<file path="config.mk">
export PLATFORM = sky130hd
export DESIGN_NAME = mult_add
export DESIGN_NICKNAME = d
export VERILOG_FILES = /design/src/rtl/mult_add_pkg.sv /design/src/rtl/mult_add_core.sv /design/src/rtl/mult_add.sv
export SDC_FILE = /design/constraint.sdc
export NUM_CORES = 1
export LEC_CHECK = 0
export BUFFER_PORTS_ARGS = -buffer_cell sky130_fd_sc_hd__buf_2
export CAP_MARGIN = 20
export CORE_ASPECT_RATIO = 0.9
export CORE_UTILIZATION = 30
export DETAILED_ROUTE_END_ITERATION = 12
export PLACE_DENSITY = 0.51
export SETUP_SLACK_MARGIN = 0.02
export SLEW_MARGIN = 20
export SYNTH_ARGS = -nofsm -noshare
export SYNTH_HDL_FRONTEND = slang
export SYNTH_HIERARCHICAL = 1
export SYNTH_SLANG_ARGS = --single-unit
</file>
<file path="constraint.sdc">
create_clock -name clk_in -period 10.85 [get_ports clk_in]
set_input_delay 0.5425 -clock clk_in [delete_from_list [all_inputs] [get_ports clk_in]]
set_output_delay 0.5425 -clock clk_in [all_outputs]
set_load 0.03 [all_outputs]
</file>
<file path="src/rtl/mult_add_pkg.sv">
// Shared types and sizing helpers for the iterative signed multiply-add unit.
package mult_add_pkg;

  typedef enum logic [1:0] {
    IDLE = 2'd0,
    RUN  = 2'd1,
    DONE = 2'd2
  } mult_add_state_t;

  localparam int MULT_ADD_DEFAULT_WIDTH = 32;

  // Counter must hold values up to WIDTH-1 with headroom for the terminal compare.
  function automatic int mult_add_cnt_w(input int width);
    return $clog2(width) + 1;
  endfunction

  localparam int MULT_ADD_CNT_W = mult_add_cnt_w(MULT_ADD_DEFAULT_WIDTH);

endpackage

</file>
<file path="src/rtl/mult_add_core.sv">
// Finalize step: applies the product sign, adds the addend, flags overflow.
// MULT_ADD_SATURATE_EN clamps the result on overflow instead of wrapping.
module mult_add_core
  import mult_add_pkg::*;
#(
  parameter int WIDTH = 32
) (
  input  logic [2*WIDTH-1:0] acc_i,
  input  logic               sign_i,
  input  logic [WIDTH-1:0]   addend_i,
  output logic [WIDTH-1:0]   result_o,
  output logic               error_o
);

  logic [2*WIDTH:0] mag_ext;
  logic [2*WIDTH:0] signed_acc;
  logic [2*WIDTH:0] addend_ext;
  logic [2*WIDTH:0] full;
  logic             ovf;

  always_comb begin
    mag_ext    = {1'b0, acc_i};
    signed_acc = sign_i ? -mag_ext : mag_ext;
    addend_ext = {{(WIDTH+1){addend_i[WIDTH-1]}}, addend_i};
    full       = signed_acc + addend_ext;
    // Representable only if every bit above the result sign matches it.
    ovf        = !((&full[2*WIDTH:WIDTH-1]) || !(|full[2*WIDTH:WIDTH-1]));
  end

`ifdef MULT_ADD_SATURATE_EN
  always_comb begin
    result_o = full[WIDTH-1:0];
    if (ovf) begin
      result_o = full[2*WIDTH] ? {1'b1, {(WIDTH-1){1'b0}}}
                               : {1'b0, {(WIDTH-1){1'b1}}};
    end
  end
`else
  assign result_o = full[WIDTH-1:0];
`endif

  assign error_o = ovf;

endmodule

</file>
<file path="src/rtl/mult_add.sv">
// Iterative signed multiply-add (A*B+C), one multiplier bit per cycle.
// Optional MULT_ADD_SATURATE_EN (see mult_add_core) clamps on overflow.
//
// state | meaning
// IDLE  | waiting for a request
// RUN   | shift-add iterations, WIDTH cycles
// DONE  | result registered, one cycle; may accept the next request
module mult_add
  import mult_add_pkg::*;
#(
  parameter int WIDTH = 32
) (
  input  logic             clk_in,
  input  logic             rst_in,
  input  logic [WIDTH-1:0] multiplicand_in,
  input  logic [WIDTH-1:0] multiplier_in,
  input  logic [WIDTH-1:0] addend_in,
  input  logic             data_valid_in,
  output logic [WIDTH-1:0] product_out,
  output logic             data_valid_out,
  output logic             error_out,
  output logic             busy_out
);

  localparam int CNT_W = mult_add_cnt_w(WIDTH);

  mult_add_state_t    state_q;
  logic [2*WIDTH-1:0] mcand_q;
  logic [2*WIDTH-1:0] acc_q;
  logic [2*WIDTH-1:0] acc_d;
  logic [WIDTH-1:0]   mplier_q;
  logic [WIDTH-1:0]   addend_q;
  logic               sign_q;
  logic [CNT_W-1:0]   cnt_q;
  logic [WIDTH-1:0]   product_q;
  logic               valid_q;
  logic               error_q;
  logic               busy_q;

  logic [WIDTH-1:0]   mag_a;
  logic [WIDTH-1:0]   mag_b;
  logic [WIDTH-1:0]   core_result;
  logic               core_error;

  // -2^(WIDTH-1) negates to itself, which reads correctly as an unsigned magnitude.
  assign mag_a = multiplicand_in[WIDTH-1] ? -multiplicand_in : multiplicand_in;
  assign mag_b = multiplier_in[WIDTH-1]   ? -multiplier_in   : multiplier_in;

  // mcand_q is pre-shifted each iteration, equivalent to |A| << iteration count.
  assign acc_d = acc_q + (mplier_q[0] ? mcand_q : '0);

  mult_add_core #(.WIDTH(WIDTH)) u_core (
    .acc_i    (acc_d),
    .sign_i   (sign_q),
    .addend_i (addend_q),
    .result_o (core_result),
    .error_o  (core_error)
  );

  always_ff @(posedge clk_in) begin
    if (rst_in) begin
      state_q   <= IDLE;
      mcand_q   <= '0;
      acc_q     <= '0;
      mplier_q  <= '0;
      addend_q  <= '0;
      sign_q    <= 1'b0;
      cnt_q     <= '0;
      product_q <= '0;
      valid_q   <= 1'b0;
      error_q   <= 1'b0;
      busy_q    <= 1'b0;
    end else begin
      case (state_q)
        IDLE, DONE: begin
          valid_q <= 1'b0;
          if (data_valid_in) begin
            mcand_q  <= {{WIDTH{1'b0}}, mag_a};
            mplier_q <= mag_b;
            addend_q <= addend_in;
            sign_q   <= multiplicand_in[WIDTH-1] ^ multiplier_in[WIDTH-1];
            acc_q    <= '0;
            cnt_q    <= '0;
            busy_q   <= 1'b1;
            state_q  <= RUN;
          end else begin
            busy_q  <= 1'b0;
            state_q <= IDLE;
          end
        end
        RUN: begin
          acc_q    <= acc_d;
          mcand_q  <= mcand_q << 1;
          mplier_q <= mplier_q >> 1;
          cnt_q    <= cnt_q + CNT_W'(1);
          if (cnt_q == CNT_W'(WIDTH-1)) begin
            product_q <= core_result;
            error_q   <= core_error;
            valid_q   <= 1'b1;
            busy_q    <= 1'b0;
            state_q   <= DONE;
          end
        end
        default: begin
          valid_q <= 1'b0;
          busy_q  <= 1'b0;
          state_q <= IDLE;
        end
      endcase
    end
  end

  assign product_out    = product_q;
  assign data_valid_out = valid_q;
  assign error_out      = error_q;
  assign busy_out       = busy_q;

endmodule

</file>
======== Word-level counts from Yosys, hierarchy flattened ========
Cells that the tools add are included.
word-level totals
  flip-flop bits (word level) ............. 236
  input port bits ......................... 99
  output and inout port bits .............. 35
operators by class
  add/sub/neg operators ................... 6
  eq/ne operators ......................... 5
  multiplexer cells ....................... 18
  bitwise logic cells ..................... 2
  reductions and logical operators ........ 12
operators with widths
  operator               number
  $pmux W64 S2           2
  $mux W64               3
  $mux W32               3
  $add A65 B65 Y65       1
  $mux W65               1
  $neg A64 Y65           1
  $add A64 B64 Y64       1
  $neg A32 Y32           2
  $pmux W32 S2           1
  $reduce_and A34 Y1     1
  $reduce_or A34 Y1      1
  $pmux W6 S2            1
  $add A6 B1 Y6 const B  1
  $eq A6 B5 Y1 const B   1
  $mux W6                1
  $reduce_and A2 Y1      3
  $ne A2 B2 Y1 const B   2
  $pmux W2 S2            1
  $reduce_or A2 Y1       2
  $mux W1                3
  $eq A2 B1 Y1 const B   1
  $eq A2 B2 Y1 const B   1
  $logic_not A1 Y1       2
  $logic_not A2 Y1       1
  other kinds (6)        6

======== Longest topological paths before layout ========
Gate-level depths: netlist of the first run.
  depth after elaboration ................. 9
  gate-level depth with buffers ........... 39

======== Cells and area by module ========
Netlist of the first run, hierarchy kept.
by module, submodules not included
  module         instances  cells an instance  area an instance (um2)  seq. area each (um2)
  mult_add       1          1,654              13,342.8                4,704.5
  mult_add_core  1          892                5,796.8                 0.0

======== Worst setup path before layout of the first run ========
Ideal clock, no wire load.
  path type ............................... register to register
  start ................................... register mplier_q[0]
  end ..................................... register error_q (netlist: error_out)
  library setup time ...................... 132 ps
  data arrival time ....................... 8,013 ps
  data required time ...................... 10,718 ps
  slack ................................... 2,705 ps
  cell stages (with the launch flop) ...... 34
  path buffers ............................ 2
  clock period less this slack ............ 8,145 ps
  path through ............................ dfxtp_1 > clkbuf_1 > clkbuf_1 > and2_1 > ha_1 > fa_1 > a21o_1 > a221oi_2 > o21ai_0 > a31oi_1 > xnor2_1 > or4_1 > or2_2 > or4_4 > or4_4 > nand2b_4 > or4_1 > o41ai_1 > xnor2_1 > ha_1 > a21oi_1 > o21ai_0 > a2111oi_0 > o21ai_0 > nand4_1 > a22o_1 > o21ai_0 > xor2_1 > nor4_1 > nand2_1 > nor4_1 > a21oi_1 > nand2_1 > a21oi_1
between the ends
  cells in the longest elaborated chain, start to end .. 9
  elaborated cells between the ends (all ways) .. 10
  those cells by class .................... 3 x add/sub; 2 x mux; 5 x reduce/logical
RTL lines
  item                    RTL line             RTL
  from (decl)             mult_add.sv:31       logic [WIDTH-1:0] mplier_q;
  from (signal assigned)  mult_add.sv:79       mplier_q <= mag_b;
  from (signal assigned)  mult_add.sv:94       mplier_q <= mplier_q >> 1;
  $mux W64 *              mult_add.sv:50       assign acc_d = acc_q + (mplier_q[0] ? mcand_q : '0);
  $add A64 B64 Y64 *      mult_add.sv:50
  named net acc_d[12]     mult_add.sv:30       logic [2*WIDTH-1:0] acc_d;
  $neg A64 Y65            mult_add_core.sv:23  signed_acc = sign_i ? -mag_ext : mag_ext;
  $mux W65 *              mult_add_core.sv:23
  $add A65 B65 Y65 *      mult_add_core.sv:25  full = signed_acc + addend_ext;
  $reduce_or A34 Y1       mult_add_core.sv:27  ovf = !((&full[2*WIDTH:WIDTH-1]) || !(|full[2*WIDTH:WIDTH-1]));
  $logic_not A1 Y1        mult_add_core.sv:27
  $logic_or A1 B1 Y1 *    mult_add_core.sv:27
  $logic_not A1 Y1 *      mult_add_core.sv:27
  named net core_error    mult_add.sv:43       logic core_error;
  to (signal assigned)    mult_add.sv:98       error_q <= core_error;
  to (decl)               mult_add.sv:37       logic error_q;
The timed path passes the listed nets; every way through them passes the cells marked *.
A chain may end at the register's enable or synchronous reset.

======== Worst setup path in the final report of the first run ========
Same ends and word-level chain as after synthesis.

==> impl_results.md, run 1 <==
* Maximum number of pins on one net before global-route repair at 93
* Mean routed wirelength per cell at 17.6 um
* Worst path slowest cell: a2111oi_0
* Worst clock skew at 0.0132 ns
* Total Negative Setup Slacks at 0 ns
* CTS Buf Count at 30
* Element type at the critical path start: flip-flop
* Data arrival at the endpoint of the critical path at 9.56 ns
* Result of the run: complete, no violations
* Full die area at 64800 um^2
* RSZ-0062 raised after global routing: no
* Number of optimization iterations in the first detailed-route pass at 6
* I/O pin cnt at 134
* Number of H-tree levels at 1
* Count of endpoints failing setup in the final report at 0
* Async set or reset register ratio after synthesis at 0
* Area taken by flip-flops and latches at 4710 um^2
* Total routing resource utilization after global routing at 0.181
* VDD IR-drop max at 0.000117 V
* Count of buffers from port buffering at 133
* Most common library cell in the layout ignoring fill and taps: nand2_1
* Maximum clock frequency at 110 MHz
* Die Y-Extent at 242 um
* Final hold vios at 0
* PostCTS Resize Cnt at 0
* Detailed placement HPWL at 47400 um
* Final core utilization at 0.343
* Average via count per standard cell at 5.40
* Number of antenna violations at the first check in global routing at 0
* Remaining antenna violation count after routing at 0
* Clock tree from TritonCTS: done
* Synth top area cells: dfxtp_1, ha_1, xnor2_1
* Post-synthesis average cell area at 7.52 um^2
* Cells after synthesis at 2546
* Worst hold margin at 0.193 ns
* CTS clk-pin slew, worst paths at 0.07 ns
* Type of element capturing the critical path: flip-flop
* Static power due to leakage at 8.80 nW
* Total vias in the final route at 18585
* Most frequent cell on the critical path: o21ai_0
* Total routed wirelength at 60500 um
* Layout cell share with drive strength beyond 1 at 0.0932
* Number of remaining DRC errors at 0
* Warnings from Yosys at 6
* Worst path max stage delay at 0.98 ns
* Final Wtd Congestion at 0.942
* Library cell with the largest summed area after synthesis: dfxtp_1
* Net count reported at finish at 2806
* Rows at 87
* Worst Path Required at 11.29 ns
* Min-delay worst type: in -> reg
* Part of the Yosys area used for sequential elements at 0.246
* Syn Nets at 2779
* Worst Tran Pin Value at 1.12 ns
* # hold bufs at CTS at 0
* Final Total Pwr at 2.55 mW
* First-pass GRT wire length at 96200 um
* Share of the clock period used by the worst path at 0.841
* Flip-flop and latch count after synthesis at 235
* Most frequent cells in the layout: nand2_1, a21oi_1, dfxtp_1
* Sinks on Clock Net at 235
* Post-route minimum period at 9.12 ns
* Top cell type's share of synthesized area at 0.246
* Core area at 62800 um^2
* GRT Residual Overflow at 0
* Multi-input logic area at 13700 um^2
* Max Cap Viol at 0
* Number of global-route vias before repair at 17749
* Post-synthesis cell area at 19100 um^2
* Insertion delay of the later-clocked pin in the worst-skew pair at 0.59 ns
* EDFF count, synth at 0
* CP max FO at 13
* Cell at the root of the clock tree: clkbuf_16
* Area added between synthesis and finish at 12.5%
* Dominant synthesized flop cell: dfxtp_1
* Die Width at 268 um
* Initial cell density of the core at 0.305
* Power density over cell area at 118 nW/um^2
* Remaining max-slew budget at the tightest pin at 0.250
* Post-synthesis cell type count at 83
* Final Max Slew Viols at 0
* Iter 0 DRT Violations at 1248
* Critical path type: reg -> reg
* Buffer count from post-CTS setup fixing at 0
* Clock tree buffer depth at 3
* Number of inserted filler cells in the final layout at 6715
-- final cells by class --
type,count,area share
timing repair buffer,146,0.0356
inverter,41,0.00715
clock inverter,12,0.00942
tap,845,0.0491
clock buffer,43,0.0413
sequential,235,0.219
multi-input combinational,2119,0.638
antenna,3,0.000349
-- worst max-delay path, delay by kind of cell, from the launching register on --
| family | cells | cell delay (ns) |
|---|---|---|
| AO/OA/AOI/OAI | 14 | 3.95 |
| AND/OR/NAND/NOR | 10 | 3.13 |
| adder cells (fa/ha/maj) | 3 | 1.04 |
| XOR/XNOR | 3 | 0.47 |
| flip-flops | 1 | 0.38 |
-- through the flow --
step / cells / instance area (um^2) / setup WS, ns
3_3_place_gp: 3386 / 20400 / 1.82
2_1_floorplan: 2546 / 19100 / 2.71
5_1_grt: 3441 / 21500 / 0.959
6_report: 3444 / 21500 / 1.73
3_5_place_dp: 3386 / 20400 / 1.81
4_1_cts: 3441 / 21500 / 1.78
-- power breakdown --
group | total [mW] | internal (mW) | switching [mW]
combinational | 0.550 | 0.202 | 0.348
clock | 1.08 | 0.666 | 0.412
sequential | 0.919 | 0.892 | 0.0269
total | 2.55 | 1.76 | 0.786
-- flip-flops by register name (all words and copies together) (netlist names) --
| name | cells |
|---|---|
| product_out | 32 |
| mplier_q | 32 |
| cnt_q | 6 |
| addend_q | 32 |
| mcand_q | 64 |
| state_q | 2 |
| error_out | 1 |
| acc_q | 64 |
| data_valid_out | 1 |
| sign_q | 1 |
-- synth_stat cells, types with 4 or more instances --
| master | count |
|---|---|
| o211ai_1 | 13 |
| nor4_1 | 15 |
| and4_1 | 5 |
| or4_1 | 22 |
| a22oi_1 | 68 |
| inv_1 | 41 |
| a21oi_1 | 297 |
| o21bai_1 | 14 |
| a211oi_1 | 18 |
| a221oi_1 | 13 |
| dfxtp_1 | 235 |
| a21boi_0 | 8 |
| o31ai_1 | 43 |
| a21o_1 | 53 |
| xnor2_1 | 180 |
| nand2b_4 | 5 |
| o21a_1 | 15 |
| ha_1 | 132 |
| buf_1 | 10 |
| mux2i_1 | 7 |
| xor2_1 | 57 |
| a2111oi_0 | 7 |
| o21ai_1 | 4 |
| nand4_1 | 59 |
| a31oi_1 | 15 |
| and3_1 | 10 |
| clkbuf_1 | 138 |
| nor3_1 | 39 |
| o21ai_0 | 156 |
| nor2_1 | 144 |
| nand2_1 | 376 |
| and2_1 | 70 |
| o41ai_1 | 17 |
| a22o_1 | 92 |
| nand3_1 | 27 |
| or3_1 | 26 |
| or2_2 | 8 |
| a31o_2 | 5 |
| nor2b_1 | 11 |
| nor3b_1 | 4 |
| nand2b_1 | 23 |
-- path summary, 6_finish.rpt --
check,start,end,slack [ns],cells after the start
worst min register to register,data_valid_out,data_valid_out,0.45,1
worst max register to register,mplier_q[0],error_out,1.73,30
worst min-delay path,addend_in[24],addend_q[24],0.19,3
worst max-delay path,mplier_q[0],error_out,1.73,30
-- cells by family after synthesis --
logic type | share of synthesized area
AOI/OAI and AO/OA | 0.299
xor gates and xnor gates | 0.108
adders and majority gates | 0.0884
buffers and inverters | 0.0381
DFF | 0.246
muxes | 0.00366
and+or+nand+nor | 0.216
-- per-layer routing --
metal,vias up,GRT usage,share of wire
met2,459,0.270,0.41
met5,-,0,0
met1,8686,0.276,0.52
met3,62,0.0170,0.046
met4,0,0.0412,0.021
li1,9378,-,-
Power figures use the tool's default switching activity.
==> run 2: changes to the inputs <==
clock period = 9.4 ns   (was 10.85 ns; I/O delays follow)
==> run 2 against run 1 <==
  * Combinational power grew 19%
  * Register-to-register slack worse by 0.94 ns
  * Hold slack worse by 0.063 ns
  * Die area unchanged
  * Non-clock buffer count rose by 8
  * Critical endpoint unchanged
  * Highest routed layer is now met5
==> impl_results.md, run 2 (synthesized netlist as in run 1, its figures left out) <==
* Maximum clock frequency at 116 MHz (+6.0%)
* Count of buffers from port buffering at 133 (unchanged)
* Final hold vios at 0 (unchanged)
* Full die area at 64800 um^2 (unchanged)
* Number of global-route vias before repair at 17713 (-0.20%)
* Min-delay worst type: in -> reg
* Number of remaining DRC errors at 0 (unchanged)
* Most frequent cells in the layout: nand2_1, a21oi_1, dfxtp_1
* Total routed wirelength at 61400 um (+1.4%)
* Critical path type: reg -> reg
* Average via count per standard cell at 5.41 (+0.24%)
* Share of the clock period used by the worst path at 0.916 (+0.0749)
* VDD IR-drop max at 0.000141 V (+21%)
* Sinks on Clock Net at 235 (unchanged)
* Total routing resource utilization after global routing at 0.184 (+0.00332)
* Final Worst Setup Slack at 0.794 ns (-0.936 ns)
* Die Width at 268 um (unchanged)
* Detailed placement HPWL at 48700 um (+2.9%)
* Final Max Slew Viols at 0 (unchanged)
* Total vias in the final route at 18641 (+0.30%)
* Remaining antenna violation count after routing at 0 (unchanged)
* Worst Path Required at 9.83 ns (-1.46 ns)
* RSZ-0062 raised after global routing: no
* Number of H-tree levels at 1 (unchanged)
* GRT Residual Overflow at 0 (unchanged)
* Mean routed wirelength per cell at 17.8 um (+1.3%)
* Maximum number of pins on one net before global-route repair at 82 (-12%)
* Area added between synthesis and finish at 12.0%
* Remaining max-slew budget at the tightest pin at 0.374 (+0.124)
* Worst clock skew at 0.0122 ns (-0.000920 ns)
* Final Cell Area at 21400 um^2 (-0.41%)
* Post-Place Worst Slack at 0.368 ns (-1.45 ns)
* Clock tree buffer depth at 3 (unchanged)
* Max Cap Viol at 0 (unchanged)
* Cell count after placement at 3393 (+0.21%)
* Final core utilization at 0.341 (-0.00139)
* Result of the run: complete, no violations
* Number of inserted filler cells in the final layout at 6770 (+0.82%)
* Cell at the root of the clock tree: clkbuf_16
* Post-route insts no fill at 3446 (+0.058%)
* Power density over cell area at 130 nW/um^2 (+9.9%)
* Element type at the critical path start: flip-flop
* CTS clk-pin slew, worst paths at 0.06 ns (about the same)
* Source of the worst hold timing path: addend_in[1]
* I/O pin cnt at 134 (unchanged)
* Total Negative Setup Slacks at 0 ns (unchanged)
* Layout cell share with drive strength beyond 1 at 0.0973 (+0.00409)
* Type of element capturing the critical path: flip-flop
* Worst Tran Pin Value at 0.939 ns (-0.185 ns)
* Clock tree from TritonCTS: done
* Initial cell density of the core at 0.305 (unchanged)
* Core area at 62800 um^2 (unchanged)
* Die Y-Extent at 242 um (unchanged)
* Beginning of the critical path: mplier_q[0]
* Static power due to leakage at 8.76 nW (-0.44%)
* Data arrival at the endpoint of the critical path at 9.03 ns (-0.53 ns)
* Number of antenna violations at the first check in global routing at 2 (+2)
* Slack of the worst reg-to-reg path at 0.79 ns (-0.94 ns)
* CP max FO at 53 (+40)
* Worst path slowest cell: or4_1
* CTS Buf Count at 28 (-6.7%)
* Insertion delay of the later-clocked pin in the worst-skew pair at 0.58 ns (about the same)
* Final Wtd Congestion at 0.927 (-1.6%)
* Worst reg2reg path startpoint: mplier_q[0]
* Count of endpoints failing setup in the final report at 0 (unchanged)
* Rows at 87 (unchanged)
* Biggest regs: acc_q (64), mcand_q (64)
* Most frequent cell on the critical path: a21oi_1
* Net count reported at finish at 2812 (+0.21%)
* Cell Area, Placed at 20500 um^2 (+0.26%)
* Number of optimization iterations in the first detailed-route pass at 5 (-1)
* Post-route minimum period at 8.61 ns (-0.514 ns)
* Most common library cell in the layout ignoring fill and taps: nand2_1
* First-pass GRT wire length at 97400 um (+1.2%)
* Worst path max stage delay at 0.56 ns (-0.42 ns)
* Iter 0 DRT Violations at 1330 (+6.6%)
==> run 2: cell types whose count changed in the layout (fill, tap and decap cells not counted), sizes merged <==
| cell | before | now |
|---|---|---|
| buf | 146 | 154 |
| bufinv | 4 | 1 |
| clkbuf | 43 | 37 |
| clkinv | 7 | 9 |
| clkinvlp | 1 | 3 |
| diode | 3 | 1 |
| inv | 41 | 42 |
==> run 2: final timing paths <==
kind                endpoint  cells past startpoint
max reg2reg        error_out                     34
max                error_out                     34
min              addend_q[1]                      3
min reg2reg  product_out[29]                      2
==> run 2: area by class of cell <==
class,count,area [um^2],area share
Timing Repair Buffer,154,830,0.0387
Clock inverter,14,118,0.00549
Tap cell,845,1060,0.0493
Inverter,41,154,0.00718
Sequential cell,235,4710,0.220
Multi-Input combinational cell,2119,13800,0.643
Clock buffer,37,795,0.0371
Antenna cell,1,2.50,0.000117
==> run 2: routing by layer <==
layer | routed length [um] | GRT usage | part of all wire | vias to the layer above
li1 | - | - | - | 9401
met1 | 32000 | 0.281 | 0.52 | 8740
met2 | 25200 | 0.274 | 0.41 | 435
met3 | 2740 | 0.0169 | 0.045 | 63
met4 | 1410 | 0.0437 | 0.023 | 2
met5 | 8 | 0 | 0.00013 | -
==> run 2: timing repair <==
item	4_1_cts	5_1_grt
setup buffers	0	1
hold buffers	0	0
gates resized for setup	0	13
endpoints found under the setup margin	0	1
endpoints found under the hold margin	0	0
==> run 2: where the power goes <==
group / internal, mW / switching (mW) / total, mW
clock: 0.621 / 0.461 / 1.08
sequential: 1.03 / 0.0237 / 1.05
combinational: 0.238 / 0.415 / 0.652
==> run 2: stage by stage <==
step	hold slack [ns]	total power [mW]
final	0.131	2.79
after global routing	0.122	2.93
after CTS	0.0994	2.82
after detailed placement	0.446	1.72
after global placement	0.436	1.72
after floorplan	0.425	1.53
==> run 2: worst max-delay path: cells and delay by family, from the launching register on <==
family / cells / cell delay, ns
DFF: 1 / 0.42
AOI/OAI and AO/OA: 12 / 2.72
buffers and inverters: 2 / 0.43
and+or+nand+nor: 15 / 3.54
xor gates and xnor gates: 3 / 0.55
adders and majority gates: 2 / 0.74
